### config.mk
export PLATFORM = sky130hd
export DESIGN_NAME = mc_control
export DESIGN_NICKNAME = d
export VERILOG_FILES = /design/src/rtl/mc_control.sv
export SDC_FILE = /design/constraint.sdc
export NUM_CORES = 1
export LEC_CHECK = 0
export ABC_AREA = 1
export CAP_MARGIN = 30
export CORE_MARGIN = 1
export CORE_UTILIZATION = 36
export CTS_CLUSTER_DIAMETER = 30
export DETAILED_ROUTE_END_ITERATION = 16
export PLACE_DENSITY_LB_ADDON = 0.15
export SLEW_MARGIN = 0
export SYNTH_ARGS = -nofsm -noshare
export SYNTH_HDL_FRONTEND = slang
export SYNTH_SLANG_ARGS = --single-unit
export TNS_END_PERCENT = 10
### constraint.sdc
create_clock -name clk -period 2 [get_ports clk]
set_input_delay 0.6 -clock clk [delete_from_list [all_inputs] [get_ports clk]]
set_output_delay 0.6 -clock clk [all_outputs]
set_load 0.02 [all_outputs]
### src/rtl/mc_control.sv
// ---------------------------------------------------------------------------
// mc_control -- multi-cycle main control unit for the MIPS core.
//
// Steps each instruction through FETCH / DECODE / execute / memory /
// writeback states and drives the datapath enables and mux selects for the
// current state. The memory states wait on mem_ready, and a bounded wait
// counter traps a stalled access. Unknown opcodes also trap. TRAP is sticky
// until reset.
//
// Parameters:
//   MAX_WAIT  consecutive mem_ready-low cycles tolerated before trapping
//             (0 disables the timeout)
//   ALUOPW    width of aluop (>= 4, upper bits driven 0)
//
// Optional feature macro: MC_CONTROL_RETIRE_CNT_EN
//   defined   -> retired counts transitions back into FETCH (wraps at 2^32)
//   undefined -> retired is tied to 0
//
// Ports:
//   clk, reset               rising-edge clock, async active-high reset
//   op, funct, rt            instruction fields from the IR
//   mem_ready                memory completes the current access this cycle
//   alu_zero, alu_neg        ALU result flags for branch resolution
//   pc_en, iord, mem_read, mem_write, ir_write, regwrite   datapath enables
//   regdest, memtoreg, alusrc_a, alusrc_b, aluop, pcsrc    datapath muxes
//   state                    current state (debug)
//   trap                     sticky fault flag
//   retired                  retired-instruction count
// ---------------------------------------------------------------------------
module mc_control #(
    parameter int unsigned MAX_WAIT = 15,
    parameter int unsigned ALUOPW   = 4
) (
    input  logic              clk,
    input  logic              reset,
    input  logic [5:0]        op,
    input  logic [5:0]        funct,
    input  logic [4:0]        rt,
    input  logic              mem_ready,
    input  logic              alu_zero,
    input  logic              alu_neg,
    output logic              pc_en,
    output logic              iord,
    output logic              mem_read,
    output logic              mem_write,
    output logic              ir_write,
    output logic [1:0]        regdest,
    output logic [1:0]        memtoreg,
    output logic              regwrite,
    output logic              alusrc_a,
    output logic [1:0]        alusrc_b,
    output logic [ALUOPW-1:0] aluop,
    output logic [1:0]        pcsrc,
    output logic [3:0]        state,
    output logic              trap,
    output logic [31:0]       retired
);

    localparam int unsigned WW = (MAX_WAIT > 32'd0) ? $clog2(MAX_WAIT + 32'd1) : 1;

    localparam logic [5:0] OP_RTYPE  = 6'h00;
    localparam logic [5:0] OP_REGIMM = 6'h01;
    localparam logic [5:0] OP_J      = 6'h02;
    localparam logic [5:0] OP_JAL    = 6'h03;
    localparam logic [5:0] OP_BEQ    = 6'h04;
    localparam logic [5:0] OP_BNE    = 6'h05;
    localparam logic [5:0] OP_BLEZ   = 6'h06;
    localparam logic [5:0] OP_BGTZ   = 6'h07;
    localparam logic [5:0] OP_ADDI   = 6'h08;
    localparam logic [5:0] OP_ANDI   = 6'h0C;
    localparam logic [5:0] OP_ORI    = 6'h0D;
    localparam logic [5:0] OP_LW     = 6'h23;
    localparam logic [5:0] OP_SW     = 6'h2B;
    localparam logic [5:0] FN_JR     = 6'h08;

    typedef enum logic [3:0] {
        S_FETCH    = 4'd0,
        S_DECODE   = 4'd1,
        S_MEMADR   = 4'd2,
        S_MEMRD    = 4'd3,
        S_MEMWB    = 4'd4,
        S_MEMWR    = 4'd5,
        S_RTYPE_EX = 4'd6,
        S_RTYPE_WB = 4'd7,
        S_BRANCH   = 4'd8,
        S_JUMP     = 4'd9,
        S_IMM_EX   = 4'd10,
        S_IMM_WB   = 4'd11,
        S_JAL      = 4'd12,
        S_JR       = 4'd13,
        S_TRAP     = 4'd14
    } state_t;

    state_t        r_state;
    state_t        w_next;
    logic [WW-1:0] r_wait;
    logic          w_waiting;
    logic          w_timeout;
    logic          w_taken;

    logic          w_pc_en, w_iord, w_mem_read, w_mem_write, w_ir_write;
    logic          w_regwrite, w_alusrc_a;
    logic [1:0]    w_regdest, w_memtoreg, w_alusrc_b, w_pcsrc;
    logic [3:0]    w_aluop;

    // A wait cycle is a memory-access state whose access has not completed.
    assign w_waiting = ((r_state == S_FETCH) || (r_state == S_MEMRD) || (r_state == S_MEMWR))
                       && !mem_ready;
    assign w_timeout = w_waiting && (MAX_WAIT != 32'd0) && (r_wait == WW'(MAX_WAIT));

    // Branch resolution from the ALU flags of rs - rt (or rs for single-operand forms).
    always_comb begin
        case (op)
            OP_BEQ:    w_taken = alu_zero;
            OP_BNE:    w_taken = !alu_zero;
            OP_BLEZ:   w_taken = alu_neg || alu_zero;
            OP_BGTZ:   w_taken = !alu_neg && !alu_zero;
            OP_REGIMM: w_taken = (rt == 5'd0) ? alu_neg : !alu_neg;
            default:   w_taken = 1'b0;
        endcase
    end

    // Next-state logic, including decode dispatch and wait timeouts.
    always_comb begin
        w_next = r_state;
        case (r_state)
            S_FETCH: begin
                if (mem_ready)      w_next = S_DECODE;
                else if (w_timeout) w_next = S_TRAP;
                else                w_next = S_FETCH;
            end
            S_DECODE: begin
                case (op)
                    OP_LW, OP_SW:                      w_next = S_MEMADR;
                    OP_RTYPE:                          w_next = (funct == FN_JR) ? S_JR : S_RTYPE_EX;
                    OP_BEQ, OP_BNE, OP_BLEZ, OP_BGTZ,
                    OP_REGIMM:                         w_next = S_BRANCH;
                    OP_J:                              w_next = S_JUMP;
                    OP_JAL:                            w_next = S_JAL;
                    OP_ADDI, OP_ANDI, OP_ORI:          w_next = S_IMM_EX;
                    default:                           w_next = S_TRAP;
                endcase
            end
            S_MEMADR:   w_next = (op == OP_LW) ? S_MEMRD : S_MEMWR;
            S_MEMRD: begin
                if (mem_ready)      w_next = S_MEMWB;
                else if (w_timeout) w_next = S_TRAP;
                else                w_next = S_MEMRD;
            end
            S_MEMWB:    w_next = S_FETCH;
            S_MEMWR: begin
                if (mem_ready)      w_next = S_FETCH;
                else if (w_timeout) w_next = S_TRAP;
                else                w_next = S_MEMWR;
            end
            S_RTYPE_EX: w_next = S_RTYPE_WB;
            S_RTYPE_WB: w_next = S_FETCH;
            S_BRANCH:   w_next = S_FETCH;
            S_JUMP:     w_next = S_FETCH;
            S_IMM_EX:   w_next = S_IMM_WB;
            S_IMM_WB:   w_next = S_FETCH;
            S_JAL:      w_next = S_FETCH;
            S_JR:       w_next = S_FETCH;
            S_TRAP:     w_next = S_TRAP;
            // The unused encoding is treated as a fault.
            default:    w_next = S_TRAP;
        endcase
    end

    // State register and wait counter; the counter restarts on every completed
    // access and every state change, and saturates rather than wrapping.
    always_ff @(posedge clk or posedge reset) begin
        if (reset) begin
            r_state <= S_FETCH;
            r_wait  <= '0;
        end else begin
            r_state <= w_next;
            if (mem_ready || (w_next != r_state)) begin
                r_wait <= '0;
            end else if (w_waiting && (r_wait != {WW{1'b1}})) begin
                r_wait <= r_wait + WW'(1);
            end else begin
                r_wait <= r_wait;
            end
        end
    end

    // Datapath control decode for the current state.
    always_comb begin
        w_pc_en     = 1'b0;
        w_iord      = 1'b0;
        w_mem_read  = 1'b0;
        w_mem_write = 1'b0;
        w_ir_write  = 1'b0;
        w_regwrite  = 1'b0;
        w_alusrc_a  = 1'b0;
        w_regdest   = 2'b00;
        w_memtoreg  = 2'b00;
        w_alusrc_b  = 2'b00;
        w_pcsrc     = 2'b00;
        w_aluop     = 4'b0000;
        case (r_state)
            S_FETCH: begin
                w_mem_read = 1'b1;
                w_alusrc_b = 2'b01;
                w_pc_en    = mem_ready;
                w_ir_write = mem_ready;
            end
            // Precompute the branch target into ALUOut.
            S_DECODE:   w_alusrc_b = 2'b11;
            S_MEMADR: begin
                w_alusrc_a = 1'b1;
                w_alusrc_b = 2'b10;
            end
            S_MEMRD: begin
                w_mem_read = 1'b1;
                w_iord     = 1'b1;
            end
            S_MEMWB: begin
                w_regwrite = 1'b1;
                w_memtoreg = 2'b01;
            end
            S_MEMWR: begin
                w_mem_write = 1'b1;
                w_iord      = 1'b1;
            end
            S_RTYPE_EX: begin
                w_alusrc_a = 1'b1;
                w_aluop    = 4'b0110;
            end
            S_RTYPE_WB: begin
                w_regwrite = 1'b1;
                w_regdest  = 2'b01;
            end
            S_BRANCH: begin
                w_alusrc_a = 1'b1;
                w_pcsrc    = 2'b01;
                w_aluop    = ((op == OP_REGIMM) && (rt != 5'd0)) ? 4'b1001 : 4'b0001;
                w_pc_en    = w_taken;
            end
            S_JUMP: begin
                w_pc_en = 1'b1;
                w_pcsrc = 2'b10;
            end
            S_IMM_EX: begin
                w_alusrc_a = 1'b1;
                w_alusrc_b = 2'b10;
                case (op)
                    OP_ANDI: w_aluop = 4'b0010;
                    OP_ORI:  w_aluop = 4'b0011;
                    default: w_aluop = 4'b0000;
                endcase
            end
            S_IMM_WB:   w_regwrite = 1'b1;
            S_JAL: begin
                w_regwrite = 1'b1;
                w_regdest  = 2'b10;
                w_memtoreg = 2'b10;
                w_pc_en    = 1'b1;
                w_pcsrc    = 2'b10;
            end
            S_JR: begin
                w_pc_en = 1'b1;
                w_pcsrc = 2'b11;
            end
            default: begin
                w_pc_en = 1'b0;
            end
        endcase
    end

    // Reset forces every output low immediately, independent of the clock.
    assign pc_en     = w_pc_en     & ~reset;
    assign iord      = w_iord      & ~reset;
    assign mem_read  = w_mem_read  & ~reset;
    assign mem_write = w_mem_write & ~reset;
    assign ir_write  = w_ir_write  & ~reset;
    assign regwrite  = w_regwrite  & ~reset;
    assign alusrc_a  = w_alusrc_a  & ~reset;
    assign regdest   = reset ? 2'b00 : w_regdest;
    assign memtoreg  = reset ? 2'b00 : w_memtoreg;
    assign alusrc_b  = reset ? 2'b00 : w_alusrc_b;
    assign pcsrc     = reset ? 2'b00 : w_pcsrc;
    assign aluop     = reset ? '0 : ALUOPW'(w_aluop);
    assign state     = reset ? 4'd0 : r_state;
    assign trap      = ~reset & (r_state == S_TRAP);

`ifdef MC_CONTROL_RETIRE_CNT_EN
    logic [31:0] r_retired;

    // Count every return to FETCH from another state as one retired instruction.
    always_ff @(posedge clk or posedge reset) begin
        if (reset) begin
            r_retired <= 32'd0;
        end else if ((r_state != S_FETCH) && (w_next == S_FETCH)) begin
            r_retired <= r_retired + 32'd1;
        end else begin
            r_retired <= r_retired;
        end
    end

    assign retired = r_retired;
`else
    assign retired = 32'd0;
`endif

endmodule

==> results.md, run 1 <==
* Status: complete, but fails checks
* Failing checks: setup timing
* Post-synthesis adder-cell area fraction at 0.00884
* Clock Latency Late Sink at 0.23 ns
* Yosys cell types at 35
* Mapped Cells at 238
* Synth Area in Simple Gates at 0.461
* Crit path max-delay cell type: a21o_1
* Num CTS Buffers at 3
* Yosys warnings at 0
* Kind of critical path: input port to primary output
* ANT cells at 0
* Top Family by Delay on Critical Path: buffers and inverters
* # setup viols final at 19
* Area Growth Syn to Fin at 75.9%
* Max H-tree Level at 1
* Mapped Area at 0.00142 mm2
* Clk buf depth at 2
* Most common cell on crit path: buf_4
* Synth Area in Compound Gates at 0.0778
* Mean post-synth cell area at 5.95 um2
* Worst Skew at 0.000262 ns
* Fmax at 454 MHz
* DP HPWL at 3370 um
* Drt first-iter violations at 41
* Share of cells above drive strength 1 at 0.534
* Final core utilization at 0.670
* Tot Pwr at 2.43 mW
* Dominant synthesized flop cell: dfrtp_1
* Grt total ovfl at 0
* Post-synth ARST share at 1.00
* Combinational family with the most area after synthesis: simple AND/OR/NAND/NOR gates
* Die Area at 0.00419 mm2
* FP Rows at 22
* Port Buffer Count at 45
* Drt drc at 0
* Sequential share of the synthesized area at 0.141
* IO Count at 78
* Largest net degree at the start of global routing at 14
* CP max stage delay at 0.23 ns
* CTS root buffer: clkbuf_8
* Die width at 64.7 um
* Initial Util at 0.381
* Unrepaired setup endpoints after global routing: yes
* Worst path bufs/invs at 5
* Hold Crit Class: flip-flop to flip-flop
* RD Place Congestion at 0.830
* Number of global-route vias before repair at 1,617
* All-layer global routing usage at 0.209
* Die H at 64.7 um
* Hold-fix buffers, CTS at 0
* CP Launch Type: input port
* DR vias at 1,824
* First-pass GRT wire length at 6980 um
* Initial antenna violation count at 0
* Sink Count at 8
* Final antenna-violating net count at 0
* Max-slew violation count at 0
* Initial DRT Pass Iterations at 4
* Pwr/cell area at 978 mW/mm2
* Worst IR Drop VDD at 0.288 mV
* Routed WL at 4420 um
* Core Box Area at 0.00372 mm2
* Avg WL per Cell at 11.2 um
* Post-synthesis mux area share at 0.00796
* Max cap viols at 0
* EDFF count, synth at 0
* Final Critical Period at 2.20 ns
* Period utilisation layout at 1.10
* CTS tree: done
* Worst-path clk slew at 0.04 ns
* Critical Path AT at 1.60 ns
* Critical Path RT at 1.40 ns
* Leak pwr at 1.34 nW
* Mean number of vias per cell at 4.61
* Final Hold Vio Count at 0
* Post-Synth XOR/XNOR Area at 0.0248
* Flops & latches, synth at 8
* Layout Nets at 373
* Worst setup EP type: primary output
* Slack of the critical path at -0.201 ns
* Crit path max fanout at 2
* Critical path cell sequence: buf_2 -> inv_2 -> buf_4 -> buf_4 -> nand2_1 -> nand4_1 -> a21o_1 -> a31oi_4 -> buf_6
## synthesized netlist by cell type, types with 3 or more instances
library cell,number,area share
nand2_1,45,0.12
nor2_1,40,0.11
buf_4,33,0.18
inv_1,20,0.053
nand3_1,19,0.067
a21oi_1,8,0.028
dfrtp_1,8,0.14
nand4_1,8,0.035
nor3_1,8,0.028
inv_2,6,0.016
nor2_2,6,0.027
nand2_2,5,0.022
nand2_4,3,0.024
xor2_1,3,0.019
## area by class of cell
class,instances,area [um2]
sequential,8,201
tap,48,60.1
clock buffer,3,41.3
timing repair buffer,114,883
fill,347,1230
inverter,28,116
multi-input combinational,195,1190
## cell families (layout without fill, tap and decap cells)
logic type                 count (synthesis)  in the layout
AOI/OAI and AO/OA                         18             18
xor gates and xnor gates                   4              4
adders and majority gates                  1              1
buffers and inverters                     66            145
DFF                                        8              8
muxes                                      1              1
other                                      1             32
and+or+nand+nor                          139            139
## layout by cell type, fill, tap and decap left out, types with 2 or more instances in the layout
master	n
xor2_1	2
inv_4	3
buf_6	9
clkbuf_8	3
a21oi_1	4
nor2_4	10
nor3_1	2
nand4_1	8
inv_2	9
nor3_2	4
inv_1	14
nor2_1	27
clkbuf_2	2
dlymetal6s2s_1	2
conb_1	32
nand3_2	5
buf_2	14
clkdlybuf4s50_1	5
nand2_1	39
a21oi_2	6
nor2_2	11
nand3_4	3
nand2_2	10
buf_4	80
nand2_4	4
nand3_1	12
dfrtp_1	7
nor3_4	2
## stage by stage
stage / worst slack, ns / cell area [um2] / hold slack (ns) / setup TNS [ns] / cells
after floorplan: -0.104 / 1570 / 0.520 / -0.382 / 269
after global placement: -1.05 / 2230 / 0.540 / -20.47 / 382
after detailed placement: -1.07 / 2230 / 0.551 / -20.81 / 382
after CTS: -0.231 / 2330 / 0.562 / -1.39 / 389
after global routing: -0.258 / 2490 / 0.599 / -3.62 / 396
final: -0.201 / 2490 / 0.583 / -1.85 / 396
## layer usage
| metal | track usage | share of wire |
|---|---|---|
| met3 | 0.0282 | 0.035 |
| met4 | 0.0222 | 0.010 |
| met5 | 0 | 0 |
| met2 | 0.400 | 0.54 |
| met1 | 0.252 | 0.41 |
## worst reg2reg max path: stages (launching register included)
cell and delay [ns]:
dfrtp_1 0.41, buf_4 0.15, buf_6 0.11, nand2_1 0.10, inv_1 0.09, nand2_4 0.07, buf_4 0.11, inv_2 0.04
nand2_1 0.05, nand4_1 0.13, nor2_2 0.16, nand2_1 0.09, nand2_1 0.08, nand3_2 0.07, nor2_2 0.11, nand2_2 0.09
nor2_2 0.11
## worst paths after layout
| kind | end | slack, ns | cells after the start | start |
|---|---|---|---|---|
| max | pc_en | -0.20 | 9 | alu_neg |
| min | r_wait[3]$_DFFE_PP0P_ | 0.58 | 2 | r_wait[3]$_DFFE_PP0P_ |
| max reg2reg | r_wait[0]$_DFFE_PP0P_ | -0.05 | 16 | r_state[0]$_DFF_PP0_ |
| min reg2reg | r_wait[3]$_DFFE_PP0P_ | 0.58 | 2 | r_wait[3]$_DFFE_PP0P_ |
| max in group asynchronous | r_state[1]$_DFF_PP0_ | 1.26 | 3 | reset |
| min in group asynchronous | r_state[1]$_DFF_PP0_ | 0.60 | 3 | reset |
## where the power goes
group / switching (mW) / internal (mW) / leakage [nW]
registers: 0.0569 / 0.203 / 0.106
logic: 1.06 / 0.919 / 1.21
clock network: 0.0639 / 0.130 / 0.0216
## flip-flops by register name (all words and copies together) (netlist names)
signal	flops
r_wait	4
r_state	4
## repair_timing
action                     in CTS  in global routing
buffers inserted                5                  7
resized for setup             192                 42
gates cloned                    0                  0
setup endpoints to repair      31                 28
pin swaps                      20                 25
Note: power is estimated with default switching activity, not from simulation.
==> run 2: changes to the inputs <==
--- a/config.mk
+++ b/config.mk
@@ -9,6 +9,7 @@
 export CAP_MARGIN = 30
 export CORE_MARGIN = 1
 export CORE_UTILIZATION = 36
+export CTS_BUF_LIST = sky130_fd_sc_hd__clkbuf_8 sky130_fd_sc_hd__clkbuf_16
 export CTS_CLUSTER_DIAMETER = 30
 export DETAILED_ROUTE_END_ITERATION = 16
 export PLACE_DENSITY_LB_ADDON = 0.15
==> results of run 2 <==
Final layout, timing and power as in run 1 (identical DEF).
